==> src/rtl/op_stream_decoder.sv <==
// op_stream_decoder: registered op classifier and audio stream tracker.
// Sits between the serial op deserialiser and the sample FIFO/DAC logic.
// Every response is registered and appears one clock after the op cycle.
module op_stream_decoder #(
  parameter int                  OP_WIDTH       = 16,
  parameter logic [OP_WIDTH-1:0] POWER_ON_OP    = OP_WIDTH'(16'hc5ef),
  parameter int                  CNT_WIDTH      = 16,
  parameter int                  TIMEOUT_CYCLES = 4096
) (
  input  logic                 clk,
  input  logic                 rst_n,
  input  logic [OP_WIDTH-1:0]  op,
  input  logic                 op_valid,
  output logic                 sample_valid,
  output logic [OP_WIDTH-9:0]  sample_data,
  output logic                 audio_starts,
  output logic                 rate_44k,
  output logic                 stream_active,
  output logic                 stream_timeout,
  output logic                 orphan_sample,
  output logic                 all_1_packet,
  output logic                 power_on_packet_R1,
  output logic                 powered,
  output logic [CNT_WIDTH-1:0] sample_count
);

  localparam int PAY_W = OP_WIDTH - 8;
  localparam int TO_W  = (TIMEOUT_CYCLES > 0) ? $clog2(TIMEOUT_CYCLES + 1) : 1;

  typedef enum logic {
    S_IDLE   = 1'b0,
    S_STREAM = 1'b1
  } state_t;

  typedef enum logic [2:0] {
    OP_NONE    = 3'd0,
    OP_ALL1    = 3'd1,
    OP_PWR     = 3'd2,
    OP_START22 = 3'd3,
    OP_START44 = 3'd4,
    OP_SAMPLE  = 3'd5,
    OP_OTHER   = 3'd6
  } op_cls_t;

  // Sample counter increment that sticks at all-ones instead of wrapping.
  function automatic logic [CNT_WIDTH-1:0] sat_inc(input logic [CNT_WIDTH-1:0] v);
    if (&v) begin
      return v;
    end
    return v + CNT_WIDTH'(1);
  endfunction

  // ---- stage p0: combinational classification of the incoming op ----
  logic [7:0]       opcode_p0;
  logic [PAY_W-1:0] payload_p0;
  op_cls_t          op_cls_p0;
  logic             to_fire_p0;

  assign opcode_p0  = op[OP_WIDTH-1 -: 8];
  assign payload_p0 = op[PAY_W-1:0];

  // Priority decode of a valid op; all-ones beats the power-on match.
  always_comb begin
    op_cls_p0 = OP_NONE;
    if (op_valid) begin
      if (opcode_p0 == 8'hff) begin
        op_cls_p0 = OP_ALL1;
      end else if (op == POWER_ON_OP) begin
        op_cls_p0 = OP_PWR;
      end else if (opcode_p0 == 8'h1f) begin
        op_cls_p0 = OP_START22;
      end else if (opcode_p0 == 8'h0f) begin
        op_cls_p0 = OP_START44;
      end else if (opcode_p0 == 8'hc7) begin
        op_cls_p0 = OP_SAMPLE;
      end else begin
        op_cls_p0 = OP_OTHER;
      end
    end
  end

  // ---- stage p1: registered FSM state and outputs ----
  state_t state_p1;
  state_t state_nxt;

  logic                 sample_valid_nxt;
  logic [PAY_W-1:0]     sample_data_nxt;
  logic                 audio_starts_nxt;
  logic                 rate_44k_nxt;
  logic                 stream_timeout_nxt;
  logic                 orphan_sample_nxt;
  logic                 all_1_packet_nxt;
  logic                 power_on_nxt;
  logic                 powered_nxt;
  logic [CNT_WIDTH-1:0] sample_count_nxt;

  generate
    if (TIMEOUT_CYCLES > 0) begin : g_timeout
      logic [TO_W-1:0] to_cnt_p1;

      // The op-free cycle that finds the counter one short of the limit expires the stream.
      assign to_fire_p0 = (state_p1 == S_STREAM) && !op_valid &&
                          (to_cnt_p1 == TO_W'(TIMEOUT_CYCLES - 1));

      // Inactivity counter: runs only while streaming, any op restarts it.
      always_ff @(posedge clk or negedge rst_n) begin
        if (!rst_n) begin
          to_cnt_p1 <= '0;
        end else if ((state_p1 != S_STREAM) || op_valid || to_fire_p0) begin
          to_cnt_p1 <= '0;
        end else begin
          to_cnt_p1 <= to_cnt_p1 + TO_W'(1);
        end
      end
    end else begin : g_no_timeout
      assign to_fire_p0 = 1'b0;
    end
  endgenerate

  // Next-state and next-output decision; pulses default low, held values default to current.
  always_comb begin
    state_nxt          = state_p1;
    sample_valid_nxt   = 1'b0;
    sample_data_nxt    = sample_data;
    audio_starts_nxt   = 1'b0;
    rate_44k_nxt       = rate_44k;
    stream_timeout_nxt = 1'b0;
    orphan_sample_nxt  = 1'b0;
    all_1_packet_nxt   = 1'b0;
    power_on_nxt       = 1'b0;
    powered_nxt        = powered;
    sample_count_nxt   = sample_count;

    case (op_cls_p0)
      OP_ALL1: begin
        state_nxt        = S_IDLE;
        all_1_packet_nxt = 1'b1;
        powered_nxt      = 1'b0;
        sample_count_nxt = '0;
        rate_44k_nxt     = 1'b0;
      end
      OP_PWR: begin
        power_on_nxt = 1'b1;
        powered_nxt  = 1'b1;
      end
      OP_START22, OP_START44: begin
        // A start inside a running stream restarts it with the same actions.
        state_nxt        = S_STREAM;
        audio_starts_nxt = 1'b1;
        rate_44k_nxt     = (op_cls_p0 == OP_START44);
        sample_count_nxt = '0;
      end
      OP_SAMPLE: begin
        if (state_p1 == S_STREAM) begin
          sample_valid_nxt = 1'b1;
          sample_data_nxt  = payload_p0;
          sample_count_nxt = sat_inc(sample_count);
        end else begin
          orphan_sample_nxt = 1'b1;
        end
      end
      default: begin
        // Timeout can only fire on an op-free cycle; rate and count stay readable.
        if (to_fire_p0) begin
          state_nxt          = S_IDLE;
          stream_timeout_nxt = 1'b1;
        end
      end
    endcase
  end

  // State and output registers; reset returns everything to zero with no pulse.
  always_ff @(posedge clk or negedge rst_n) begin
    if (!rst_n) begin
      state_p1           <= S_IDLE;
      sample_valid       <= 1'b0;
      sample_data        <= '0;
      audio_starts       <= 1'b0;
      rate_44k           <= 1'b0;
      stream_timeout     <= 1'b0;
      orphan_sample      <= 1'b0;
      all_1_packet       <= 1'b0;
      power_on_packet_R1 <= 1'b0;
      powered            <= 1'b0;
      sample_count       <= '0;
    end else begin
      state_p1           <= state_nxt;
      sample_valid       <= sample_valid_nxt;
      sample_data        <= sample_data_nxt;
      audio_starts       <= audio_starts_nxt;
      rate_44k           <= rate_44k_nxt;
      stream_timeout     <= stream_timeout_nxt;
      orphan_sample      <= orphan_sample_nxt;
      all_1_packet       <= all_1_packet_nxt;
      power_on_packet_R1 <= power_on_nxt;
      powered            <= powered_nxt;
      sample_count       <= sample_count_nxt;
    end
  end

  assign stream_active = (state_p1 == S_STREAM);

endmodule

==> config.mk <==
export PLATFORM = sky130hd
export DESIGN_NAME = op_stream_decoder
export DESIGN_NICKNAME = d
export VERILOG_FILES = /design/src/rtl/op_stream_decoder.sv
export SDC_FILE = /design/constraint.sdc
export NUM_CORES = 1
export LEC_CHECK = 0
export CELL_PAD_IN_SITES_DETAIL_PLACEMENT = 0
export CELL_PAD_IN_SITES_GLOBAL_PLACEMENT = 1
export CORE_AREA = 2 2 80 82
export DETAILED_ROUTE_END_ITERATION = 6
export DIE_AREA = 0 0 82 84
export MAX_ROUTING_LAYER = met4
export PLACE_DENSITY_LB_ADDON = 0.05
export SLEW_MARGIN = 20
export SYNTH_ARGS = -nofsm -noshare
export SYNTH_HDL_FRONTEND = slang
export SYNTH_SLANG_ARGS = --single-unit
==> constraint.sdc <==
create_clock -name clk -period 3.2 [get_ports clk]
set_input_delay 0.64 -clock clk [delete_from_list [all_inputs] [get_ports clk]]
set_output_delay 0.64 -clock clk [all_outputs]
set_load 0.005 [all_outputs]
# Yosys cells after proc, flatten, opt, wreduce, memory -nomap -nowiden
# Index checks and enable logic that the tools add are counted.
[totals]
register_bits = 46
out_inout_bits = 33
wordCells = 72
[classes]
addsub = 2
eq_ne = 13
mux = 26
bitwise_logic = 2
reduce_logical = 17
[ops]
columns = ["op", "count"]
rows = [
  ["two-way mux 16 bit", 2],
  ["one-hot mux 16 bit (2 select lines)", 1],
  ["adder 16 x 1 -> 16 bit (second input constant)", 1],
  ["equality test 16 bit (second input constant)", 1],
  ["equality test 8 bit (second input constant)", 2],
  ["AND reduction 16 bit", 1],
  ["adder 13 x 1 -> 13 bit (second input constant)", 1],
  ["equality test 13 x 12 -> 1 bit (second input constant)", 1],
  ["two-way mux 1 bit", 13],
  ["two-way mux 13 bit", 1],
  ["two-way mux 3 bit", 4],
  ["equality test 8 x 4 -> 1 bit (second input constant)", 1],
  ["equality test 8 x 5 -> 1 bit (second input constant)", 1],
  ["equality test 3 x 2 -> 1 bit (second input constant)", 2],
  ["equality test 3 bit (second input constant)", 2],
  ["nonzero test 2 bit", 3],
  ["OR reduction 5 bit", 1],
  ["two-way mux 2 bit", 2],
  ["one-hot mux 1 bit (2 select lines)", 2],
  ["AND reduction 2 bit", 2],
  ["OR reduction 2 bit", 2],
  ["equality test 3 x 1 -> 1 bit (second input constant)", 1],
  ["inequality test 3 bit (second input constant)", 1],
  ["one-hot mux 1 bit (3 select lines)", 1],
  ["other kinds (8)", 11],
]

# Logic depth before layout (Yosys ltp)
# Gate-level depths: netlist of run 1.
[logic_depth]
word_depth = 12
ltp_mapped = 6
mapped_depth_nobuf = 5

# Least setup slack after synthesis of run 1
# Ideal clock, no wire load.
[synth_path]
kind = "input -> register"
start = "input port op[11]"
end = "register sample_count[11]"
setup_ns = 0.078
t_arrival_ns = 2.173
setup_slack_ns = 0.950
path_stages = 5
n_path_buf = 1
path_cell_list = "or3_4 > or4_4 > buf_6 > or4_1 > a21oi_1"
[synth_via]
elab_chain_len = 11
elab_cells_between_ends = 21
classes_between = "eq/ne (11); mux (7); reduce/logical (3)"
[synth_lines]
columns = ["element", "line", "rtl"]
rows = [
  ["start, declared", "12", "input logic [OP_WIDTH-1:0] op,"],
  ["equality test 8 bit", "74", "end else if (opcode_p0 == 8'hc7) begin"],
  ["two-way mux 2 bit", "74", ""],
  ["two-way mux 2 bit", "72", "end else if (opcode_p0 == 8'h0f) begin"],
  ["two-way mux 3 bit", "70", "end else if (opcode_p0 == 8'h1f) begin"],
  ["two-way mux 3 bit", "68", "end else if (op == POWER_ON_OP) begin"],
  ["two-way mux 3 bit *", "66", "if (opcode_p0 == 8'hff) begin"],
  ["two-way mux 3 bit *", "65", "if (op_valid) begin"],
  ["equality test 3 bit, or another cell as far along", "134", "case (op_cls_p0)"],
  ["OR reduction 3 bit (no source line)", "-", ""],
  ["nonzero test 2 bit (no source line)", "-", ""],
  ["AND reduction 3 bit (no source line)", "-", ""],
  ["end signal, assigned", "197", "sample_count <= sample_count_nxt;"],
  ["end, declared", "24", "output logic [CNT_WIDTH-1:0] sample_count"],
]
# Mark *: on every way between the ends. The rest lies on a longest branch, timed or not.
# A chain may end at the register's enable or synchronous reset.

# Worst setup path after layout of run 1
[layout_path]
start = "input port op[11]"
end = "register sample_count[3]"
# The elaborated chain is that of the path after synthesis.

==> results, run 1 <==
- In this run the tightest slew margin relative to its limit is a little under half.
- The sequential fraction of design power is 53.7%.
- Input and output buffers added on the ports amount to 51.
- The commonest register cell after synthesis is sky130_fd_sc_hd__dfrtp_1.
- Across the run, the number of max-cap violations was 0.
- The DRC violation total after the first TritonRoute iteration is 60.
- Summing all flip-flop and latch instances after layout gives 1151 sq um.
- The clock network accounts for around 39% of the total power.
- The number of buffers added to fix hold violations after cts is 0.
- In this run, synthesis inferred 0 flip-flops with an integrated enable.
- The maximum fanout encountered on the critical timing path is 7.
- The maximum ir drop on the vdd rail is 0.2610 mV.
- The flop and latch count out of synthesis is 46.
- The switching portion of total power is between 20% and 30%.
- After clock tree synthesis, the clock-pin slew on the worst setup and hold paths is about 0.090 ns.
- The total die area is slightly below 7000 sq um.
- In the post-synthesis netlist, the biggest area contributors are sky130_fd_sc_hd__dfrtp_1 49%, sky130_fd_sc_hd__nand2_1 6.3%, sky130_fd_sc_hd__or4_1 3.2%, sky130_fd_sc_hd__nand3_1 3.0%, sky130_fd_sc_hd__nand4_1 3.0%.
- The worst setup path is captured at a register.
- The routed design has between 5 and 6 mm of wire.
- The clock reaches the later pin of the worst-skew pair after between 0.2 and 0.3 ns.
- The estimated wirelength of the detail-placed design is between 4 and 5 mm.
- The buffers inserted during post-CTS setup optimization is 0.
- The share of the Yosys chip area taken by registers is 49.46%.
- The antenna diode count is 0.
- The final-report hold violation count is 0.
- Setup violations remaining at the end of the flow were counted as 0.
- Dividing the detail-routed via count by the number of cells gives roughly 5.4.
- The netlist area before placement is approximately 2300 sq um.
- The class of the worst hold path is input pin to async pin.
- On the final layout, the worst clock skew is about 0.0056 ns.
- Timing analysis after detailed placement gives a worst setup slack of approximately 0.34 ns.
- The first global-routing pass estimated just over 10 mm of wire.
- The final worst setup slack is between 0.6 and 0.7 ns.
- The effective utilization at floorplan is a little under two fifths.
- TritonCTS built the clock tree.
- The via count of the routed design is 2025.
- The yosys synthesis warning count is 0.
- The post-synth net total is 263.
- The maximum clock frequency is roughly 0.39 GHz.
- The leftover overflow at the end of global routing is 0.
- The clock passes through at most 2 buffers.
- The fraction of layout cells with a size suffix above 1 is 8.027%.
- After detailed placement, the design holds a cell count of between 300 and 400.
- The kind of critical path is input pin to register.
- The number of instances in the synthesized netlist is about 240.
- The layout has about 600 filler cells.
- Of the post-synthesis cell area, the dominant cell type holds between 40% and 50%.
- The initial antenna violation count was 0.
- Summed over all instances, the cell type with the most area after synthesis is sky130_fd_sc_hd__dfrtp_1.
- The run finished with clean final reports.
- The pin count of the biggest net entering global routing is 47.
- STA classifies the critical path startpoint as an input pin.
- At the end of routability-driven placement, the weighted congestion stood at 0.8055.
- A synthesized cell averages a little under 10 sq um.
- The final total power is approximately 0.0011 W.
- After routing, the total negative slack on setup checks comes to 0 ns.
- Global routing used around 19% of the available tracks.
- Per report_power, the combinational group accounts for under 10% of the total.
- The power per unit of standard cell area is 362.4 nW/um^2.
- The count of nets after finishing is ~320.
- In the routed design, unresolved DRC markers number 0.
- Setup repair after global routing left no endpoint under its margin.
- The horizontal die dimension is 82 um.
- Counting the buffers created by CTS gives 5.
- The part of the cycle the worst path needs is 79.81%.
- The transition time at the pin with the least slew margin is 0.8192 ns.
- Leaving out filler cells and counting taps, the final layout contains ~380.
- Internal power comes to around 0.00086 W.
- The clock root buffer is sky130_fd_sc_hd__clkbuf_8.
- Dividing the detail-routed wire length by the instance count gives roughly 16 um.
- The number of antenna-violating nets in the routed design is 0.
- In this run, distinct cell masters in the synthesized netlist total 45.
- After floorplanning, the core was sized to cover a little over 6000 sq um.
- The detailed-routing iteration count for the pre-antenna-repair pass is 5.
- The worst path arrival time is between 2 and 3 ns.
- The die height is between 80 and 90 um.
- Row generation in the floorplan step produced 29 rows.
- The level count of the clock H-tree is 2.
- The number of gates resized after CTS was 0.
- The total count of max-transition violations in the final report is 0.
- The via count of the first global-routing pass was just over 2000.
- From synthesis to final layout, the design area changed by 31.18%.
- The minimum clock period is around 2.6 ns.
- The total clock sinks is 46.
- Summed over all nets, the switching power comes to 0.0002485 W.
- The fraction of registers with async set/reset is 100.0%.
- 52 I/O pins were placed.
- The required arrival time at the worst endpoint is roughly 3.4 ns.
- The analysis attributes to cell leakage a power of around 1.2 nW.
- Summing all multi-input logic gate instances after layout gives about 1100 sq um.
==> per-layer routing <==
| metal | part of all wire (%) | GRT usage [%] | vias to the layer above | routed length [um] |
|---|---|---|---|---|
| met5 | 0 | - | - | 0 |
| met4 | 1.7 | 6.212 | 0 | 99 |
| met3 | 3.2 | 3.247 | 10 | 184 |
| met2 | 49 | 28.97 | 36 | 2836 |
| met1 | 47 | 26.47 | 971 | 2716 |
| li1 | - | - | 1008 | - |
==> kinds of logic (layout without fill, tap and decap cells) <==
group / Yosys count / in the layout / share of synthesized area, %
AND/OR/NAND/NOR: 133 / 133 / 30.97
flip-flops: 46 / 46 / 49.46
AO/OA/AOI/OAI: 37 / 37 / 11.51
buffers and inverters: 12 / 69 / 2.311
XOR/XNOR: 9 / 9 / 3.387
multiplexers: 3 / 3 / 1.290
adder cells (fa/ha/maj): 2 / 2 / 1.075
==> power by group through the flow <==
stage                     registers (W)  logic (W)  clock network, W
after floorplan                0.000604  0.0000273                 0
after global placement         0.000606  0.0000878                 0
after detailed placement       0.000606  0.0000880                 0
after CTS                      0.000594  0.0000883          0.000443
after global routing           0.000595  0.0000977          0.000471
final                          0.000594  0.0000869          0.000425
==> synthesized netlist by cell type (all sizes together), types with 3 or more instances <==
| master | count |
|---|---|
| o211ai | 5 |
| mux2i | 3 |
| dfrtp | 46 |
| xnor2 | 4 |
| nor4 | 5 |
| and3 | 7 |
| o31ai | 6 |
| nand2b | 4 |
| nand4b | 4 |
| nor2 | 16 |
| or4 | 11 |
| xor2 | 5 |
| nor3 | 7 |
| o41ai | 3 |
| o21ai | 5 |
| or3 | 5 |
| clkbuf | 6 |
| a21oi | 9 |
| inv | 4 |
| nand3 | 14 |
| nand4 | 11 |
| nand2 | 39 |
==> layout by cell type (no fill, tap or decap), types with 3 or more instances in the layout <==
cell | netlist | routed
sky130_fd_sc_hd__nand3_1 | 14 | 14
sky130_fd_sc_hd__or3_1 | 3 | 3
sky130_fd_sc_hd__nand2_1 | 39 | 39
sky130_fd_sc_hd__o211ai_1 | 5 | 5
sky130_fd_sc_hd__a21oi_1 | 9 | 9
sky130_fd_sc_hd__nor4_1 | 5 | 4
sky130_fd_sc_hd__buf_4 | 0 | 7
sky130_fd_sc_hd__or4_1 | 10 | 10
sky130_fd_sc_hd__o21ai_0 | 5 | 5
sky130_fd_sc_hd__nor2_1 | 16 | 16
sky130_fd_sc_hd__nand4b_1 | 4 | 4
sky130_fd_sc_hd__clkbuf_8 | 0 | 5
sky130_fd_sc_hd__nand4_1 | 11 | 11
sky130_fd_sc_hd__xnor2_1 | 4 | 4
sky130_fd_sc_hd__nor3_1 | 7 | 7
sky130_fd_sc_hd__clkdlybuf4s50_1 | 0 | 50
sky130_fd_sc_hd__o31ai_1 | 6 | 6
sky130_fd_sc_hd__xor2_1 | 5 | 5
sky130_fd_sc_hd__dfrtp_1 | 46 | 46
sky130_fd_sc_hd__mux2i_1 | 3 | 3
sky130_fd_sc_hd__and3_1 | 6 | 6
sky130_fd_sc_hd__inv_1 | 4 | 4
sky130_fd_sc_hd__nand2b_1 | 4 | 4
==> critical path, stage by stage <==
cell and delay, ns:
sky130_fd_sc_hd__clkdlybuf4s50_1 0.48, sky130_fd_sc_hd__or3_4 0.45, sky130_fd_sc_hd__or4_1 0.55, sky130_fd_sc_hd__or4_1 0.51, sky130_fd_sc_hd__a21oi_1 0.15
==> worst paths after layout <==
path | end | cells past startpoint | slack, ns | start
max | sample_count[3] | 5 | 0.65 | op[11]
min | sample_count[4] | 1 | 0.34 | rst_n
max reg2reg | sample_count[14] | 5 | 1.10 | sample_count[1]
min reg2reg | g_timeout.to_cnt_p1[0] | 1 | 0.46 | g_timeout.to_cnt_p1[0]
max in group asynchronous | sample_data[2] | 1 | 2.44 | rst_n
min in group clk | g_timeout.to_cnt_p1[0] | 1 | 0.46 | g_timeout.to_cnt_p1[0]
==> state kept, by name, indices dropped and copies added (netlist names) <==
signal and flops:
all_1_packet 1, sample_valid 1, sample_data 8, power_on_packet_R1 1
audio_starts 1, g_timeout.to_cnt_p1 13, rate_44k 1, orphan_sample 1
sample_count 16, stream_active 1, powered 1, stream_timeout 1
==> cell type report <==
type / instances / share of cell area (%)
clock inverters: 3 / 1.311
inverters: 4 / 0.4918
repair buffers: 57 / 18.11
well taps: 77 / 3.156
flip-flops and latches: 46 / 37.70
clock buffers: 5 / 2.254
multi-input cells: 184 / 36.97
==> through the flow <==
step | util [%] | area, sq um | hold WS, ns
6_report | 50.08 | 3053 | 0.3354
5_1_grt | 50.08 | 3053 | 0.3875
4_1_cts | 50.04 | 3050 | 0.4659
3_5_place_dp | 48.26 | 2942 | 0.4531
3_3_place_gp | 48.26 | 2942 | 0.4455
2_1_floorplan | - | 2327 | 0.3444
(Power assumes the default switching activity.)
==> run 2: changes to the inputs <==
CORE_AREA = 2 2 82 84   (was 2 2 80 82)
DIE_AREA = 0 0 84 86   (was 0 0 82 84)
clock period = 2.6 ns   (was 3.2 ns; I/O delays follow)
==> results, run 2 (synthesis results as in run 1) <==
- The worst flop-to-flop path startpoint is sample_count[0].
- The power per unit of standard cell area is about 420 nW/um^2.
- The wire length of the first global-routing pass is 10.31 mm.
- The clock tree synthesis step divided the H-tree into 2 levels.
- The core outline area is approximately 6300 sq um.
- The minimum clock period is approximately 2.4 ns.
- The worst setup path is launched from an input pin.
- The via count of the routed design is 2117.
- The via count of the first global-routing pass is 2096.
- The library cell used most frequently in the layout, excluding fill and tap cells, is sky130_fd_sc_hd__clkdlybuf4s50_1.
- Leaving out fill and tap cells, the most frequent cells in the layout are 50 x sky130_fd_sc_hd__clkdlybuf4s50_1, 46 x sky130_fd_sc_hd__dfrtp_1, 39 x sky130_fd_sc_hd__nand2_1, 21 x sky130_fd_sc_hd__buf_4, 16 x sky130_fd_sc_hd__nor2_1.
- The number of buffers added to fix hold violations after cts is 0.
- Input and output buffers added on the ports amount to 51.
- TritonCTS built the clock tree.
- The total count of max-transition violations in the final report came to 0.
- The repair_antennas step left the layout with diodes totalling 0.
- The final-report hold violation count is 0.
- During I/O placement, the number of pins put on the boundary was 52.
- The setup slack on the worst flop-to-flop path is approximately 0.54 ns.
- Once detail routing completed, the nets flagged for antenna violations numbered 0.
- The final layout contains about 340 nets.
- Across the VDD grid, the largest voltage drop is about 0.24 mV.
- The part of the cycle the worst path needs is between 90 and 100%.
- The last weighted congestion value of the routability-driven placer is approximately 0.81.
- The kind of critical path is input pin to register.
- The analysis attributes to cell leakage a power of 1.307 nW.
- The number of maximum-capacitance violations is 0.
- The floorplan step set the die width to 84 um.
- The class of the worst hold path is input pin to async pin.
- The estimated wirelength of the detail-placed design is 4.547 mm.
- Traced cell by cell, the critical path runs through clkdlybuf4s50_1 -> or3_4 -> or4_1 -> or4_1 -> a21oi_1.
- The clock root buffer is sky130_fd_sc_hd__clkbuf_8.
- The register with the most flip-flops in the layout has 16 of them.
- The count of endpoints failing setup in the final report is 0.
- In the routed design, unresolved DRC markers number 0.
- The setup skew after layout is a little over 0.008 ns.
- The flow ran to the end, and the final reports show no timing, DRC or antenna violations.
- The initial utilization of the core area, before any placement, comes to roughly 37%.
- Clock tree synthesis inserted a total of 5 buffers.
- The maximum fanout encountered on the critical timing path is 7.
- The cell with the largest stage delay on the worst path is sky130_fd_sc_hd__or4_1.
- The quantity of gates resized following cts is 0.
- For this run, the slowest stage of the critical path takes around 0.57 ns.
- For this run the aggregate overflow at the end of global routing stands at 0.
- The kind of end point of the critical path is a register.
- More flip-flops sit in one register than any other, and that register is sample_count.
- The total clock sinks is 46.
- After routing the design area is 3169 sq um.
- The clock-pin transition on the worst setup and hold timing paths is around 0.10 ns.
- The number of vias per cell is between 5 and 6.
- Measured against its own limit, the worst slew margin works out to ~55%.
- In the final layout, the share of cells above drive strength 1 is between 10 and 15%.
- Entering global routing, the biggest net connects 30 pins.
- The floorplan step defined a die boundary enclosing 7224 sq um.
- The cell seen most often among critical-path stages is sky130_fd_sc_hd__or4_1.
- The detailed-routing iteration count for the pre-antenna-repair pass is 4.
- The buffer depth of the longest clock path is 2.
- The area after detailed placement is between 3000 and 4000 sq um.
- The number of rows created at floorplan is 29.
- The initial antenna violation count came to 0.
- At the pin with the least slew margin, the transition time is around 0.68 ns.
- In the final routed layout, each cell accounts on average for approximately 15 um.
- The maximum clock frequency is 0.4137 GHz.
- The DRC violation total after the first TritonRoute iteration is 118.
- For this block, the routed nets add up to just over 6 mm of wire.
- Post-CTS timing repair inserted 0 buffers for setup.
- Clock latency on the worst-skew pair, taken at its later pin, is 0.31 ns.
- Setup repair after global routing left no endpoint under its margin.
- Measured in cells, the most critical reg-to-reg path has a length of 5.
- The end of the worst register-to-register path is sample_count[14].
- Hold timing on the final database bottoms out at a slack of between 0.2 and 0.25 ns.
- Data on the critical path is required at its endpoint by approximately 2.8 ns.
- The filler cells instantiated in the layout total ~620.
- Compared with the post-synthesis result, the final layout area differs by 36.18%.
- The die height is roughly 86 um.
- Measured on the finished design, the core utilization comes to between 50 and 60%.
- Global routing consumed, over all layers together, ~19% of the routing resources.
- For the worst setup path, the data arrival time is around 2.6 ns.
- The largest registers in the layout are sample_count (16), g_timeout.to_cnt_p1 (13), sample_data (8).
==> run 2: metal layers <==
layer  share of wire (%)  track usage, %  vias up
met5                   0               -        -
met4                 1.3           5.718        0
met3                 3.4           3.657        7
met2                  46           28.51       41
met1                  49           24.91     1023
li1                    -               -     1046
==> run 2: worst max-delay path: cells and delay by family <==
kind                   cells  cell delay (ns)
AND/OR/NAND/NOR            3             1.49
buffers and inverters      1             0.44
AO/OA/AOI/OAI              1             0.20
==> run 2: how the worst max path moves through the flow <==
stage                   from          endpoint  slack, ns  depth (start not counted)
CTS                   op[11]   sample_count[3]       0.21                          5
global placement      op[11]   sample_count[7]      -0.06                          6
finish                op[13]   sample_count[3]       0.18                          5
detailed placement    op[11]   sample_count[3]      -0.12                          5
global route        op_valid   sample_count[7]       0.05                          6
floorplan             op[11]  sample_count[11]       0.47                          5
==> run 2: stage by stage <==
stage          worst slack [ns]  power [W]  TNS (ns)  cells
6_report                 0.1825   0.001334         0    392
5_1_grt                 0.05038   0.001390         0    392
4_1_cts                  0.2055   0.001349         0    392
3_5_place_dp            -0.1231  0.0008714   -0.3093    384
3_3_place_gp           -0.05998  0.0008701   -0.1724    384
2_1_floorplan            0.4697  0.0007767         0    242
==> run 2: area by class of cell <==
class	instances	area [sq um]	share of cell area [%]
Inverter	4	15.01	0.4737
Tap cell	77	96.34	3.040
Timing Repair Buffer	73	683.2	21.56
Clock buffer	6	82.58	2.606
Clock inverter	2	12.51	0.3948
Sequential cell	46	1151	36.32
Multi-Input combinational cell	184	1129	35.61
==> run 2: power by group <==
group | total (W) | internal, W | switching (W)
logic | 0.000128 | 0.0000650 | 0.0000632
clock network | 0.000479 | 0.000214 | 0.000265
registers | 0.000727 | 0.000721 | 0.00000520
total | 0.00133 | 0.00100 | 0.000333
